==> src/rtl/serial_subtractor.sv <==
// Purpose : multi-cycle ripple-borrow subtractor, {borrowOut, diff} = a - b, BITS_PER_CYCLE bits per cycle.
// Latency : accept edge T -> out_valid high after edge T+N, N = DATA_WIDTH/BITS_PER_CYCLE; one op in flight.
// Backpr. : result held in DONE until out_ready; in_ready stays low from accept until the result handshake.
//
// Ports:
//   clk, rst_n            clock (rising edge), asynchronous active-low reset
//   in_valid/in_ready     operand handshake for a (minuend) and b (subtrahend)
//   out_valid/out_ready   result handshake for diff and borrowOut (and ovf)
//   diff                  (a - b) mod 2^DATA_WIDTH
//   borrowOut             1 iff a < b (unsigned)
//   ovf                   signed overflow; exists only when SERSUB_OVF_EN is defined
// Every output is driven straight from a flop; no input reaches an output combinationally.

module serial_subtractor #(
    parameter int DATA_WIDTH     = 8,
    parameter int BITS_PER_CYCLE = 1
) (
    input  logic                  clk,
    input  logic                  rst_n,
    input  logic                  in_valid,
    output logic                  in_ready,
    input  logic [DATA_WIDTH-1:0] a,
    input  logic [DATA_WIDTH-1:0] b,
    output logic                  out_valid,
    input  logic                  out_ready,
    output logic [DATA_WIDTH-1:0] diff,
    output logic                  borrowOut
`ifdef SERSUB_OVF_EN
    ,
    output logic                  ovf
`endif
);

    localparam int N  = DATA_WIDTH / BITS_PER_CYCLE;
    localparam int CW = $clog2(N + 1);
    localparam logic [CW-1:0] LAST = CW'(N - 1);

    if ((DATA_WIDTH % BITS_PER_CYCLE) != 0) begin : g_bad_cfg
        $error("serial_subtractor: BITS_PER_CYCLE must divide DATA_WIDTH");
    end

    typedef enum logic [1:0] {
        S_IDLE = 2'd0,
        S_RUN  = 2'd1,
        S_DONE = 2'd2
    } state_t;

    state_t                    r_state;
    state_t                    w_state_next;

    logic [DATA_WIDTH-1:0]     r_a_sh;
    logic [DATA_WIDTH-1:0]     r_b_sh;
    logic                      r_borrow;
    logic [CW-1:0]             r_cnt;
    logic [DATA_WIDTH-1:0]     r_diff;
    logic                      r_borrow_out;
    logic                      r_in_ready;
    logic                      r_out_valid;

    logic                      w_accept;
    logic                      w_last;
    logic [BITS_PER_CYCLE:0]   w_sub;
    logic [DATA_WIDTH-1:0]     w_diff_full;

    assign w_accept = (r_state == S_IDLE) && in_valid && r_in_ready;
    assign w_last   = (r_cnt == LAST);

    // One slice of the ripple: low bits of both shift regs minus the borrow in.
    // The extra top bit of the result is the borrow out of this slice.
    assign w_sub = {1'b0, r_a_sh[BITS_PER_CYCLE-1:0]}
                 - {1'b0, r_b_sh[BITS_PER_CYCLE-1:0]}
                 - {{BITS_PER_CYCLE{1'b0}}, r_borrow};

    // Result slices enter from the MSB side, so after N slices the oldest one
    // sits at the LSB. On the final slice w_diff_full is the complete difference.
    if (N > 1) begin : g_diff_sh
        logic [DATA_WIDTH-BITS_PER_CYCLE-1:0] r_diff_sh;

        assign w_diff_full = {w_sub[BITS_PER_CYCLE-1:0], r_diff_sh};

        always_ff @(posedge clk or negedge rst_n) begin
            if (!rst_n) begin
                r_diff_sh <= '0;
            end else if (r_state == S_RUN) begin
                r_diff_sh <= w_diff_full[DATA_WIDTH-1:BITS_PER_CYCLE];
            end
        end
    end else begin : g_diff_single
        assign w_diff_full = w_sub[BITS_PER_CYCLE-1:0];
    end

    // State register
    always_ff @(posedge clk or negedge rst_n) begin
        if (!rst_n) begin
            r_state <= S_IDLE;
        end else begin
            r_state <= w_state_next;
        end
    end

    // Next-state logic
    always_comb begin
        w_state_next = r_state;
        case (r_state)
            S_IDLE:  if (w_accept)  w_state_next = S_RUN;
            S_RUN:   if (w_last)    w_state_next = S_DONE;
            S_DONE:  if (out_ready) w_state_next = S_IDLE;
            default:                w_state_next = S_IDLE;
        endcase
    end

    // Handshake flags follow the state being entered, which keeps them registered
    // and makes in_ready rise on the first edge after reset release.
    always_ff @(posedge clk or negedge rst_n) begin
        if (!rst_n) begin
            r_in_ready  <= 1'b0;
            r_out_valid <= 1'b0;
        end else begin
            r_in_ready  <= (w_state_next == S_IDLE);
            r_out_valid <= (w_state_next == S_DONE);
        end
    end

    // Datapath
    always_ff @(posedge clk or negedge rst_n) begin
        if (!rst_n) begin
            r_a_sh       <= '0;
            r_b_sh       <= '0;
            r_borrow     <= 1'b0;
            r_cnt        <= '0;
            r_diff       <= '0;
            r_borrow_out <= 1'b0;
        end else begin
            case (r_state)
                S_IDLE: begin
                    if (w_accept) begin
                        r_a_sh   <= a;
                        r_b_sh   <= b;
                        r_borrow <= 1'b0;
                        r_cnt    <= '0;
                    end
                end
                S_RUN: begin
                    r_a_sh   <= r_a_sh >> BITS_PER_CYCLE;
                    r_b_sh   <= r_b_sh >> BITS_PER_CYCLE;
                    r_borrow <= w_sub[BITS_PER_CYCLE];
                    r_cnt    <= r_cnt + CW'(1);
                    if (w_last) begin
                        r_diff       <= w_diff_full;
                        r_borrow_out <= w_sub[BITS_PER_CYCLE];
                    end
                end
                default: ;
            endcase
        end
    end

`ifdef SERSUB_OVF_EN
    // Operand MSBs are consumed by the shift regs, so keep copies for overflow.
    logic r_a_msb;
    logic r_b_msb;
    logic r_ovf;

    always_ff @(posedge clk or negedge rst_n) begin
        if (!rst_n) begin
            r_a_msb <= 1'b0;
            r_b_msb <= 1'b0;
            r_ovf   <= 1'b0;
        end else begin
            if (w_accept) begin
                r_a_msb <= a[DATA_WIDTH-1];
                r_b_msb <= b[DATA_WIDTH-1];
            end
            if ((r_state == S_RUN) && w_last) begin
                // Overflow only when signs differ and the result sign differs from a.
                r_ovf <= (r_a_msb != r_b_msb) && (w_diff_full[DATA_WIDTH-1] != r_a_msb);
            end
        end
    end

    assign ovf = r_ovf;
`endif

    assign in_ready  = r_in_ready;
    assign out_valid = r_out_valid;
    assign diff      = r_diff;
    assign borrowOut = r_borrow_out;

endmodule

==> config.mk <==
export PLATFORM = sky130hd
export DESIGN_NAME = serial_subtractor
export DESIGN_NICKNAME = d
export VERILOG_FILES = /design/src/rtl/serial_subtractor.sv
export SDC_FILE = /design/constraint.sdc
export NUM_CORES = 1
export LEC_CHECK = 0
export ABC_AREA = 1
export BUFFER_PORTS_ARGS = -buffer_cell sky130_fd_sc_hd__buf_2
export CORE_MARGIN = 10
export CORE_UTILIZATION = 55
export CTS_CLUSTER_SIZE = 12
export DETAILED_ROUTE_END_ITERATION = 8
export HOLD_SLACK_MARGIN = 0.12
export PLACE_DENSITY = 0.84
export SLEW_MARGIN = 20
export SYNTH_ARGS = -nofsm -noshare
export SYNTH_HDL_FRONTEND = slang
export SYNTH_SLANG_ARGS = --single-unit
export TNS_END_PERCENT = 1
==> constraint.sdc <==
create_clock -name clk -period 1.5 [get_ports clk]
set_input_delay 0.15 -clock clk [delete_from_list [all_inputs] [get_ports clk]]
set_output_delay 0.15 -clock clk [all_outputs]
set_load 0.01 [all_outputs]
==> metrics.txt <==
status=finished clean; Critical Path, Cell by Cell=nand2_4 -> buf_4 -> nand2_8 -> nand2_1 -> nand2_1; asr flop ratio synth=100%; GPL Wtd Cong=0.792; Final Cycle Share=91.5%; area delta synth->final=17.3%; DR vias/cell=5.06; number of buffers created by CTS=5; crit path capture type=flop; number of max-cap violations=0; area leader, netlist=dfrtp_1; I/O pins=31; vias in the first global route=1602; Sw Ratio=42.0%; Critical Path Start Type=flop; Yosys warning count=0; Slew Viols, Final=0; WP data arrival=1.61 ns; clock share of power=12.3%; worst min-delay path category=in2reg; Critical Path RT=1.74 ns; pwr dens=1920 nW/um2; Final Skew=0.00449 ns; post-synthesis sequential area ratio=52.1%; initial core utilization=58.1%; die width=79.9 um; PortBufs=30; first-pass GRT wire length=7060 um; clock root buffer=clkbuf_4; Setup TNS=0 ns; total wire length=4170 um; crit path kind=reg2reg; Bufs on Longest Clock Path=2; via count=1646; final hold vios=0; Pint=2.57 mW; Final Critical Period=1.37 ns; Max IR drop VDD=883 uV; Netlist cell types=23; DRC=0; Post-synth EDFFs=0; drt first-iter violations=167; Core Region=3390 um2; ranking of synthesized cells by area=dfrtp_1 52%, nand2_1 20%, nand3_1 10%, buf_6 2.9%, inv_1 1.5%; largest net degree at the start of global routing=42; reg-to-reg slack, setup=0.13 ns; synthesis-stage register bit count=41; Die Span Y=79.9 um; most common cell after layout, fill and taps aside=nand2_1; row count=21; P_leak=1.30 nW; syn_nets=254; Final Setup Violations=0; DPL Wire Length=2730 um; Critical Path Fanout Max=32; CTS tree=yes; fmax=729 MHz; Cells after Synth=232; die area=6380 um2; fill cell count=273; most used cell, CP=nand2_1; placed cell area=2080 um2; Worst-Margin Slew=0.505 ns; first-pass iteration count of the detailed router=4; nets@finish=301; Post-Syn Area=1970 um2; Setup Buffers After CTS=0; worst relative slew slack=66.4%; predominant post-synthesis flop cell=dfrtp_1; DRT antenna net count=0; wire length per cell=12.8 um; ant diodes=0; CTS Sinks=41; H-tree Lvls=2; Yosys top cell area share=52.1%; share of cells above drive strength 1=19.7%; slowest cell on the critical path=dfrtp_2; critical path's largest stage delay=0.48 ns; Worst-Skew Late Latency=0.34 ns; GR Overflow Total=0; Flop pwr share=42.9%; commonest cells after routing, fill and taps aside=104 x nand2_1, 41 x nand3_1, 40 x dfrtp_1; initial antenna violation count=0; sw power=1.86 mW; GR Util All Layers=13.8%; RSZ-0062 raised after global routing=no; Final Instance Area=2310 um2; Clock Pin Slew Worst Setup and Hold Paths=0.11 ns; Comb pwr share=44.7%; Mapped Avg Cell Area=8.49 um2
logic make-up after synthesis:
group,count (synthesis),share of synthesized area (%)
and+or+nand+nor,159,35.4
AOI/OAI and AO/OA,7,1.78
buffers and inverters,23,9.08
DFF,41,52.1
adders and majority gates,2,1.65
flip-flops by register name, summed over array words and instances, names as in the netlist:
name,flops
diff,8
r_borrow,1
in_ready,1
g_diff_sh.r_diff_sh,7
borrowOut,1
out_valid,1
r_state,2
r_cnt,4
r_b_sh,8
r_a_sh,8
final cells by class:
class | instances | area, um2 | share of cell area, %
repair buffers | 53 | 365 | 15.8
inverters | 10 | 37.5 | 1.62
flip-flops and latches | 41 | 1030 | 44.5
well taps | 46 | 57.6 | 2.49
multi-input cells | 168 | 768 | 33.2
clock buffers | 7 | 55.1 | 2.38
per-stage QoR:
step	power, mW	util [%]	instances	hold slack [ns]	worst slack (ns)
floorplan	3.59	-	232	-0.146	0.234
global placement	3.77	61.4	301	0.233	0.0594
detailed placement	3.85	61.4	301	0.232	0.0333
CTS	4.43	68.1	325	0.154	0.00978
global route	4.86	68.2	325	0.176	0.00921
finish	4.43	68.2	325	0.160	0.128
power groups by stage:
stage          Sequential, mW  Combinational (mW)  Clock, mW
6_report                 1.90                1.98      0.546
5_1_grt                  1.95                2.30      0.604
4_1_cts                  1.90                1.98      0.562
3_5_place_dp             1.91                1.94          0
3_3_place_gp             1.89                1.88          0
2_1_floorplan            1.89                1.70          0
cell usage after synthesis, types with 2 or more instances:
library cell,instances
nand3_1,41
o21ai_0,3
buf_2,3
o21ai_1,4
buf_6,5
clkbuf_8,2
inv_1,8
nand2_4,2
or2_2,4
nand2_1,104
inv_2,2
dfrtp_1,41
nor2_1,3
worst max-delay path: cells and delay by family, from the launching register on:
family / cells / cell delay, ns
AND/OR/NAND/NOR: 4 / 0.44
buffers and inverters: 1 / 0.34
flip-flops: 1 / 0.48
timing repair:
action | CTS | global route
setup endpoints to repair | 0 | 11
hold buffers | 17 | 0
endpoints found under the hold margin | 57 | 0
resized for setup | 0 | 2
worst paths after layout:
kind,from,endpoint,cells after the start
max in group asynchronous,rst_n,r_state[0],3
setup / recovery,r_state[0],r_b_sh[5],5
setup reg to reg,r_state[0],r_b_sh[5],5
hold / removal,a[0],r_a_sh[0],5
min in group asynchronous,rst_n,g_diff_sh.r_diff_sh[1],3
hold reg to reg,diff[3],diff[3],2
metal layers:
metal / share of wire (%) / wire, um / vias up / global-route usage, %
met3: 5.5 / 230 / 5 / 4.17
li1: - / - / 824 / -
met1: 42 / 1770 / 769 / 15.1
met4: 1.9 / 78 / 0 / 6.69
met5: 0 / 0 / - / 0
met2: 50 / 2100 / 48 / 23.7
Power figures use the tool's default switching activity.
